==> src/rtl/bus_scan_reader.sv <==
// Scans a bank of tri-state registers sharing one bus, one at a time with
// break-before-make gaps, and hands the assembled word out over VALID/READY.
// Optional macro READBACK_COMPARE_EN: sample each register twice and flag mismatches on ERR.
module bus_scan_reader #(
    parameter int NUM_REGS = 4,
    parameter int NIB_W    = 4,
    parameter int SETTLE   = 1
) (
    input  logic                      CLK,
    input  logic                      CLR,
    input  logic                      START,
    input  logic [NIB_W-1:0]          BUS_IN,
    output logic [NUM_REGS-1:0]       OE,
    output logic [NUM_REGS*NIB_W-1:0] DATA_OUT,
    output logic                      VALID,
    input  logic                      READY,
    output logic                      BUSY,
    output logic                      ERR
);

`ifdef READBACK_COMPARE_EN
    localparam int WIN = SETTLE + 2;
`else
    localparam int WIN = SETTLE + 1;
`endif
    localparam int IDX_W = (NUM_REGS > 2) ? $clog2(NUM_REGS) : 1;
    localparam int CNT_W = $clog2(WIN + 1);
    localparam logic [IDX_W-1:0] LAST_IDX = IDX_W'(NUM_REGS - 1);
    localparam logic [CNT_W-1:0] LAST_CNT = CNT_W'(WIN - 1);

    typedef enum logic [1:0] {
        IDLE = 2'd0,
        SEL  = 2'd1,
        GAP  = 2'd2,
        DONE = 2'd3
    } state_t;

    state_t                      state;
    state_t                      state_nxt;
    logic [IDX_W-1:0]            idx;
    logic [CNT_W-1:0]            cnt;
    logic [NUM_REGS*NIB_W-1:0]   data;
    logic                        win_last;

    // Next-state and output decode; OE is released everywhere except the selected register in SEL.
    always_comb begin
        state_nxt = state;
        OE        = '1;
        win_last  = (cnt == LAST_CNT);
        case (state)
            IDLE: begin
                if (START) state_nxt = SEL;
            end
            SEL: begin
                OE[idx] = 1'b0;
                if (win_last) state_nxt = (idx == LAST_IDX) ? DONE : GAP;
            end
            GAP: begin
                state_nxt = SEL;
            end
            DONE: begin
                if (READY) state_nxt = IDLE;
            end
            default: state_nxt = IDLE;
        endcase
    end

    assign VALID    = (state == DONE);
    assign BUSY     = (state != IDLE);
    assign DATA_OUT = data;

    always_ff @(posedge CLK) begin
        if (CLR) begin
            state <= IDLE;
            idx   <= '0;
            cnt   <= '0;
            data  <= '0;
        end else begin
            state <= state_nxt;
            case (state)
                IDLE: begin
                    if (START) begin
                        idx <= '0;
                        cnt <= '0;
                    end
                end
                SEL: begin
                    if (win_last) begin
                        cnt <= '0;
`ifndef READBACK_COMPARE_EN
                        data[idx*NIB_W +: NIB_W] <= BUS_IN;
`endif
                    end else begin
                        cnt <= cnt + 1'b1;
                    end
`ifdef READBACK_COMPARE_EN
                    // First of the two samples is the one kept; the second only feeds the compare.
                    if (cnt == CNT_W'(WIN - 2)) data[idx*NIB_W +: NIB_W] <= BUS_IN;
`endif
                end
                GAP: begin
                    idx <= idx + 1'b1;
                end
                default: ;
            endcase
        end
    end

`ifdef READBACK_COMPARE_EN
    logic err;

    always_ff @(posedge CLK) begin
        if (CLR) begin
            err <= 1'b0;
        end else if (state == IDLE && START) begin
            err <= 1'b0;
        end else if (state == SEL && win_last && BUS_IN != data[idx*NIB_W +: NIB_W]) begin
            err <= 1'b1;
        end
    end

    assign ERR = err;
`else
    assign ERR = 1'b0;
`endif

endmodule

==> config.mk <==
export PLATFORM = sky130hd
export DESIGN_NAME = bus_scan_reader
export DESIGN_NICKNAME = d
export VERILOG_FILES = /design/src/rtl/bus_scan_reader.sv
export SDC_FILE = /design/constraint.sdc
export NUM_CORES = 1
export LEC_CHECK = 0
export BUFFER_PORTS_ARGS = -buffer_cell sky130_fd_sc_hd__buf_4
export CELL_PAD_IN_SITES_DETAIL_PLACEMENT = 1
export CELL_PAD_IN_SITES_GLOBAL_PLACEMENT = 1
export CORE_UTILIZATION = 41
export DETAILED_ROUTE_END_ITERATION = 7
export GPL_TIMING_DRIVEN = 1
export MAX_ROUTING_LAYER = met4
export PLACE_DENSITY = 0.82
export SLEW_MARGIN = 30
export SYNTH_ARGS = -nofsm -noshare
export SYNTH_HDL_FRONTEND = slang
export SYNTH_SLANG_ARGS = --single-unit
==> constraint.sdc <==
create_clock -name CLK -period 3.2 [get_ports CLK]
set_input_delay 0.48 -clock CLK [delete_from_list [all_inputs] [get_ports CLK]]
set_output_delay 0.48 -clock CLK [all_outputs]
set_load 0.01 [all_outputs]
==> results of run 1 <==
[per-stage QoR]
step           cells  area [µm²]
2_1_floorplan    126        1165
3_3_place_gp     180        1389
3_5_place_dp     180        1389
4_1_cts          184        1441
5_1_grt          184        1441
6_report         184        1441
[worst paths after layout]
check | from | to | slack, ns | cells past startpoint
hold / removal | READY | state[1] | 0.49 | 4
hold reg to reg | DATA_OUT[4] | DATA_OUT[4] | 0.49 | 2
setup reg to reg | idx[0] | DATA_OUT[13] | 1.41 | 5
setup / recovery | idx[0] | OE[0] | 1.18 | 4
[state kept, by name, summed over array words and instances, names as in the netlist]
name / flops
state: 2
DATA_OUT: 16
idx: 2
cnt: 2
[cell usage after synthesis]
library cell and count:
a21oi_1 3, a31oi_1 1, a32oi_1 1, and2_1 1
and3b_1 1, and4bb_2 1, and4bb_4 1, buf_2 1
buf_4 1, buf_6 1, clkbuf_1 2, conb_1 1
dfxtp_1 22, ha_1 6, inv_1 5, mux2i_1 17
nand2_1 20, nand2_4 4, nand2b_1 16, nor2_1 5
nor2b_1 5, nor3_1 2, nor3b_1 5, nor4b_2 1
o21ai_0 1, o21bai_1 1, or2_2 1
[worst max-delay path, cell delays in order (launching register included)]
cell and delay (ns):
dfxtp_1 0.54, inv_1 0.15, ha_1 0.32, nand2_1 0.10, buf_4 0.12
[power by group through the flow]
stage               combinational (W)  sequential [W]  clock [W]
floorplan                   0.0000422        0.000289          0
global placement            0.0000577        0.000292          0
detailed placement          0.0000590        0.000293          0
CTS                         0.0000596        0.000287   0.000222
global route                0.0000655        0.000288   0.000234
finish                      0.0000590        0.000287   0.000221
[logic make-up (layout without fill, tap and decap cells)]
logic type      Yosys count  count (layout)  synth area share, %
simple gates             63              63                32.87
flops                    22              22                37.81
mux                      17              17                14.61
buf+inv                  10              38                4.297
compound gates            7               7                3.652
fa+ha+maj                 6               6                6.445
other cells               1               1               0.3219
[placed cells by master, fill, tap and decap left out]
cell type / synthesis / routed
a21oi_1: 3 / 3
a31oi_1: 1 / 1
a32oi_1: 1 / 1
and2_1: 1 / 1
and3b_1: 1 / 1
and4bb_2: 1 / 1
and4bb_4: 1 / 1
buf_4: 1 / 29
bufinv_16: 0 / 1
clkbuf_4: 0 / 3
conb_1: 1 / 1
dfxtp_1: 22 / 22
ha_1: 6 / 6
inv_1: 5 / 5
mux2i_1: 17 / 17
nand2_1: 20 / 20
nand2_4: 4 / 4
nand2b_1: 16 / 16
nor2_1: 5 / 5
nor2b_1: 5 / 5
nor3_1: 2 / 2
nor3b_1: 5 / 5
nor4b_2: 1 / 1
o21ai_0: 1 / 1
o21bai_1: 1 / 1
or2_2: 1 / 1
[final cells by class]
| cell class | instances | area, µm² | share of cell area (%) |
|---|---|---|---|
| inverter | 5 | 18.77 | 1.302 |
| timing repair buffer | 29 | 217.7 | 15.10 |
| clock inverter | 1 | 30.03 | 2.083 |
| sequential | 22 | 440.4 | 30.56 |
| tap | 30 | 37.54 | 2.604 |
| clock buffer | 3 | 22.52 | 1.563 |
| multi-input combinational | 94 | 674.4 | 46.79 |
[layer usage]
metal	global-route usage, %	part of all wire (%)
met5	-	0
met4	7.500	1.8
met1	24.71	49
met3	4.450	3.5
met2	30.46	46
==> metrics.csv, run 1 <==
metric;value;unit
avgSynthCellArea;9.245;µm²
cp-start-kind;flip-flop;
ant_nets;0;
antenna_cells;0;
finalMaxSlewViolations;0;
vias;930;
power;0.0005667;W
hold_buffers;0;
synth.distinct_cells;27;
cts-root-buf;clkbuf_4;
drive_gt1_share;26.62;%
grt_overflow;0;
p_sw_share;23.36;%
h-tree-depth;1;
pin_count;31;
place_ws;1.412;ns
ys_seq_elements;22;
synth_area_leaders;dfxtp_1, mux2i_1, nand2b_1;
coreArea;2590;µm²
min_period;2.022;ns
cts_buffers;3;
die_y;55.30;µm
floorplan.rows;18;
cp.required;2.72;ns
area_delta_synth_final;23.74;%
clk_pin_slew;0.13;ns
skew;0.008819;ns
cts.path.max_buffers;2;
cts_tree;built;
timing.fmax;494.6;MHz
switchingPower;0.0001324;W
cp.arrival;1.54;ns
clock-sinks;22;
synth_top_cell_area_share;37.81;%
hp-class;input port to flip-flop;
grt_pass1_vias;929;
grt_pass1_wl;4.588;mm
fillers;313;
drc;0;
ys_warn_count;0;
synthCells;126;
yosys.area.top_type;dfxtp_1;
p_int;0.0004343;W
grt_usage;19.57;%
dieArea;3058;µm²
p_comb_share;10.4;%
dpl.hpwl;1.953;mm
final_util;55.65;%
post_cts_resized;0;
p_leak;0.7214;nW
finalCritPeriodShare;63.19;%
crit_fanout;10;
seq_power_share;50.6;%
dr.pass1.iters;4;
rsz0062_at_grt;false;
routed_wl;2.696;mm
critical_path_class;flip-flop to primary output;
worst_slack;1.178;ns
portBuffers;29;
grt_max_degree;27;
cts_setup_buffers;0;
gp_congestion;0.8004;
power.density;393.2;nW/µm²
start_util;44.98;%
drt_first_iter_violations;8;
final_nets;169;
setup_violations;0;
max-vdd-ir-drop;0.2744;mV
whs;0.4851;ns
maxCapViolCount;0;
antenna_found_initial;0;
end_kind;primary output;
hold_viol;0;
yosysSeqAreaShare;37.81;%
vias_per_cell;5.054;
status;finished clean;
die_w;55.30;µm
wl_per_cell;14.65;µm
clock_latency;0.32;ns
tns;0;ns
synth_area;1165;µm²
synthesis.nets;140;
power.share.clock;39.0;%
Note: power is estimated with default switching activity, not from simulation.
==> run 2, diff against run 1 <==
--- a/config.mk
+++ b/config.mk
@@ -8,11 +8,11 @@
 export BUFFER_PORTS_ARGS = -buffer_cell sky130_fd_sc_hd__buf_4
 export CELL_PAD_IN_SITES_DETAIL_PLACEMENT = 1
 export CELL_PAD_IN_SITES_GLOBAL_PLACEMENT = 1
-export CORE_UTILIZATION = 41
+export CORE_UTILIZATION = 34
 export DETAILED_ROUTE_END_ITERATION = 7
 export GPL_TIMING_DRIVEN = 1
 export MAX_ROUTING_LAYER = met4
-export PLACE_DENSITY = 0.82
+export PLACE_DENSITY = 0.72
 export SLEW_MARGIN = 30
 export SYNTH_ARGS = -nofsm -noshare
 export SYNTH_HDL_FRONTEND = slang
==> constraint.sdc (replaced) <==
create_clock -name CLK -period 1.8 [get_ports CLK]
set_input_delay 0.27 -clock CLK [delete_from_list [all_inputs] [get_ports CLK]]
set_output_delay 0.27 -clock CLK [all_outputs]
set_load 0.01 [all_outputs]
==> run 2 against run 1 <==
Utilization down 10 points. Critical path depth down 1. Non-clock buffer count up 1. Sequential share of layout area up 0.053 points. Worst setup slack worse by 1.1 ns. Critical endpoint unchanged. Largest cell class unchanged.
==> metrics.csv, run 2 (same netlist as run 1, synthesis figures left out) <==
metric;value;unit
status;finished clean;
grt_pass1_wl;4.595;mm
skew;0.01616;ns
end_kind;primary output;
antenna_cells;0;
cts_buffers;3;
tns;0;ns
cts.path.max_buffers;2;
critical_path_class;flip-flop to primary output;
antenna_found_initial;0;
grt_max_degree;27;
cts_tree;built;
largest_reg_flops;16;
clk_pin_slew;0.13;ns
gp_congestion;0.7412;
cp.required;1.53;ns
min_period;1.696;ns
start_util;36.94;%
die_w;60.53;µm
dpl.hpwl;2.152;mm
cts-root-buf;clkbuf_4;
p_leak;0.7134;nW
timing.fmax;589.6;MHz
area_delta_synth_final;23.52;%
hold_buffers;0;
placed_cell_area;1414;µm²
portBuffers;29;
grt_pass1_vias;965;
final_cell_mix;buf_4, dfxtp_1, nand2_1;
die_y;60.53;µm
dieArea;3664;µm²
design_area;1439;µm²
coreArea;3153;µm²
grt_usage;17.54;%
cp.arrival;1.43;ns
floorplan.rows;20;
cp-start-kind;flip-flop;
crit_fanout;10;
final_nets;170;
maxCapViolCount;0;
drive_gt1_share;27.27;%
max-vdd-ir-drop;0.2992;mV
hp-class;input port to flip-flop;
wl_per_cell;13.86;µm
clock_latency;0.31;ns
ant_nets;0;
pin_count;31;
grt_overflow;0;
routed_wl;2.744;mm
clock-sinks;22;
h-tree-depth;1;
layout_commonest_cell;buf_4;
vias_per_cell;4.697;
vias;930;
dr.pass1.iters;4;
power.density;584.9;nW/µm²
drc;0;
finalCritPeriodShare;94.22;%
rsz0062_at_grt;false;
finalMaxSlewViolations;0;
drt_first_iter_violations;22;
hold_viol;0;
final_util;45.63;%
setup_violations;0;
[run 2: per-stage QoR]
| step | worst slack, ns | hold WS [ns] | total power, W | instances |
|---|---|---|---|---|
| floorplan | 0.3184 | 0.4535 | 0.0005884 | 126 |
| global placement | 0.3344 | 0.4642 | 0.0006232 | 195 |
| detailed placement | 0.2222 | 0.4716 | 0.0006277 | 195 |
| CTS | 0.02803 | 0.2619 | 0.0008511 | 198 |
| global route | 0.02578 | 0.3170 | 0.0008759 | 198 |
| finish | 0.1040 | 0.2684 | 0.0008415 | 198 |
[run 2: critical path, cell delays in order, from the launching register on]
cell     delay [ns]
dfxtp_1        0.55
nor2b_2        0.31
nand2_1        0.10
buf_4          0.16
[run 2: power by group]
part / leakage, nW / switching [W] / internal [W]
Combinational: 0.522 / 0.0000550 / 0.0000524
Clock: 0.0138 / 0.000147 / 0.0000779
Sequential: 0.178 / 0.0000135 / 0.000496
Total: 0.713 / 0.000216 / 0.000626
[run 2: cell type report]
cell class              instances  area, µm²
fillers                       390       1714
inverters                       5      18.77
flip-flops and latches         22      440.4
repair buffers                 30      225.2
multi-input cells              94      676.9
clock buffers                   3      22.52
well taps                      44      55.05
[run 2: what timing repair did]
item,4_1_cts,5_1_grt
setup buffers,0,0
endpoints found under the hold margin,0,0
resized for setup,0,1
endpoints found under the setup margin,0,4
[run 2: path summary, 6_finish.rpt]
path,startpoint,depth (start not counted),slack [ns],end
worst min register to register,DATA_OUT[8],2,0.49,DATA_OUT[8]
worst max-delay path,state[0],3,0.10,OE[0]
worst min-delay path,READY,4,0.27,state[0]
worst max register to register,idx[1],5,0.18,DATA_OUT[11]
[run 2: layer usage]
layer,vias up,track usage (%),wire (µm)
li1,471,-,-
met1,445,21.85,1292
met2,12,29.51,1373
met3,2,3.198,65
met4,0,3.896,13
met5,-,-,0
==> run 3, diff against run 2 <==
--- a/config.mk
+++ b/config.mk
@@ -8,11 +8,11 @@
 export BUFFER_PORTS_ARGS = -buffer_cell sky130_fd_sc_hd__buf_4
 export CELL_PAD_IN_SITES_DETAIL_PLACEMENT = 1
 export CELL_PAD_IN_SITES_GLOBAL_PLACEMENT = 1
-export CORE_UTILIZATION = 34
+export CORE_UTILIZATION = 41
 export DETAILED_ROUTE_END_ITERATION = 7
 export GPL_TIMING_DRIVEN = 1
 export MAX_ROUTING_LAYER = met4
-export PLACE_DENSITY = 0.72
+export PLACE_DENSITY = 0.82
 export SLEW_MARGIN = 30
 export SYNTH_ARGS = -nofsm -noshare
 export SYNTH_HDL_FRONTEND = slang
==> constraint.sdc (replaced) <==
create_clock -name CLK -period 2.07 [get_ports CLK]
set_input_delay 0.3105 -clock CLK [delete_from_list [all_inputs] [get_ports CLK]]
set_output_delay 0.3105 -clock CLK [all_outputs]
set_load 0.01 [all_outputs]
==> run 3 against run 2 <==
Global-route usage is 0.82 points higher. First-iteration DRC count is 32% lower. Cell area is 0.96% lower. Flip-flop and latch count stayed put. Clock-buffer cell count is 1 higher. Clock skew is 0.012 ns lower. Sequential share of layout area is 0.30 points higher. Via count is 2.0% lower. Register-to-register slack better by 0.15 ns. Sequential power is 13% lower. Critical path depth is 1 higher.
==> metrics.csv, run 3 (same netlist as run 1, synthesis figures left out) <==
metric;value;unit
status;finished clean;
dr.pass1.iters;3;
placed_cells;180;
max-vdd-ir-drop;0.4506;mV
maxCapViolCount;0;
start_util;44.98;%
fillers;319;
largest_reg_flops;16;
skew;0.004357;ns
hold_buffers;0;
min_period;1.825;ns
power.density;541.6;nW/µm²
floorplan.rows;18;
routed_wl;2.525;mm
dpl.hpwl;1.928;mm
ant_nets;0;
cp-start-kind;flip-flop;
placed_cell_area;1389;µm²
finalNonFillerCells;184;
die_y;55.30;µm
h-tree-depth;1;
die_w;55.30;µm
place_ws;0.3495;ns
finalMaxSlewViolations;0;
layout_commonest_cell;buf_4;
cts_setup_buffers;0;
setup_violations;0;
final_nets;169;
grt_usage;18.37;%
grt_max_degree;27;
cts_buffers;3;
crit_fanout;10;
wl_per_cell;13.72;µm
hold_viol;0;
grt_overflow;0;
cp.required;1.76;ns
design_area;1425;µm²
portBuffers;29;
cts-root-buf;clkbuf_4;
hp-class;input port to flip-flop;
post_cts_resized;0;
timing.fmax;548.0;MHz
multi_input_area;674.4;µm²
coreArea;2590;µm²
vias_per_cell;4.951;
clock_latency;0.31;ns
dieArea;3058;µm²
worst_slack;0.2452;ns
finalCritPeriodShare;88.16;%
end_kind;primary output;
cts_tree;built;
grt_pass1_wl;4.326;mm
grt_pass1_vias;947;
rsz0062_at_grt;false;
antenna_cells;0;
pin_count;31;
vias;911;
drc;0;
seq_area;440.4;µm²
drive_gt1_share;26.62;%
final_cell_mix;buf_4, dfxtp_1, nand2_1;
cts.path.max_buffers;2;
p_leak;0.7145;nW
area_delta_synth_final;22.34;%
clock-sinks;22;
cp.arrival;1.51;ns
antenna_found_initial;0;
drt_first_iter_violations;15;
clk_pin_slew;0.12;ns
critical_path_class;flip-flop to primary output;
tns;0;ns
gp_congestion;0.8207;
run 3: worst paths after layout:
kind / startpoint / to / slack (ns) / depth (start not counted)
hold reg to reg: DATA_OUT[13] / DATA_OUT[13] / 0.49 / 2
hold / removal: CLR / idx[1] / 0.34 / 2
setup reg to reg: idx[0] / DATA_OUT[15] / 0.33 / 5
setup / recovery: idx[0] / OE[0] / 0.25 / 4
run 3: cell type report:
| cell class | count | share of cell area, % |
|---|---|---|
| inverters | 5 | 1.317 |
| clock buffers | 4 | 2.546 |
| flip-flops and latches | 22 | 30.90 |
| repair buffers | 29 | 15.28 |
| well taps | 30 | 2.634 |
| multi-input cells | 94 | 47.32 |
run 3: worst max-delay path: stages, from the launching register on:
cell	delay, ns
dfxtp_1	0.53
inv_1	0.14
ha_1	0.31
nand2_1	0.11
buf_4	0.12
run 3: power breakdown:
| part | switching (W) | total [W] | internal, W | leakage [nW] |
|---|---|---|---|---|
| Sequential | 0.0000110 | 0.000442 | 0.000431 | 0.178 |
| Combinational | 0.0000469 | 0.0000914 | 0.0000445 | 0.516 |
| Clock | 0.000131 | 0.000239 | 0.000107 | 0.0210 |
| Total | 0.000189 | 0.000772 | 0.000583 | 0.714 |
run 3: layer usage:
layer | share of wire (%) | track usage, % | routed length, µm | vias to the layer above
met3 | 3.0 | 3.747 | 77 | 2
met5 | 0 | - | 0 | -
met4 | 0.51 | 6.429 | 13 | 0
li1 | - | - | - | 468
met2 | 48 | 31.15 | 1214 | 14
met1 | 48 | 21.52 | 1219 | 427
run 3: per-stage QoR:
stage	util, %	total power, W	hold slack [ns]
after floorplan	-	0.0005116	0.4650
after global placement	53.62	0.0005405	0.4629
after detailed placement	53.62	0.0005441	0.4699
after CTS	55.02	0.0007835	0.3320
after global routing	55.02	0.0008069	0.3318
final	55.02	0.0007719	0.3362
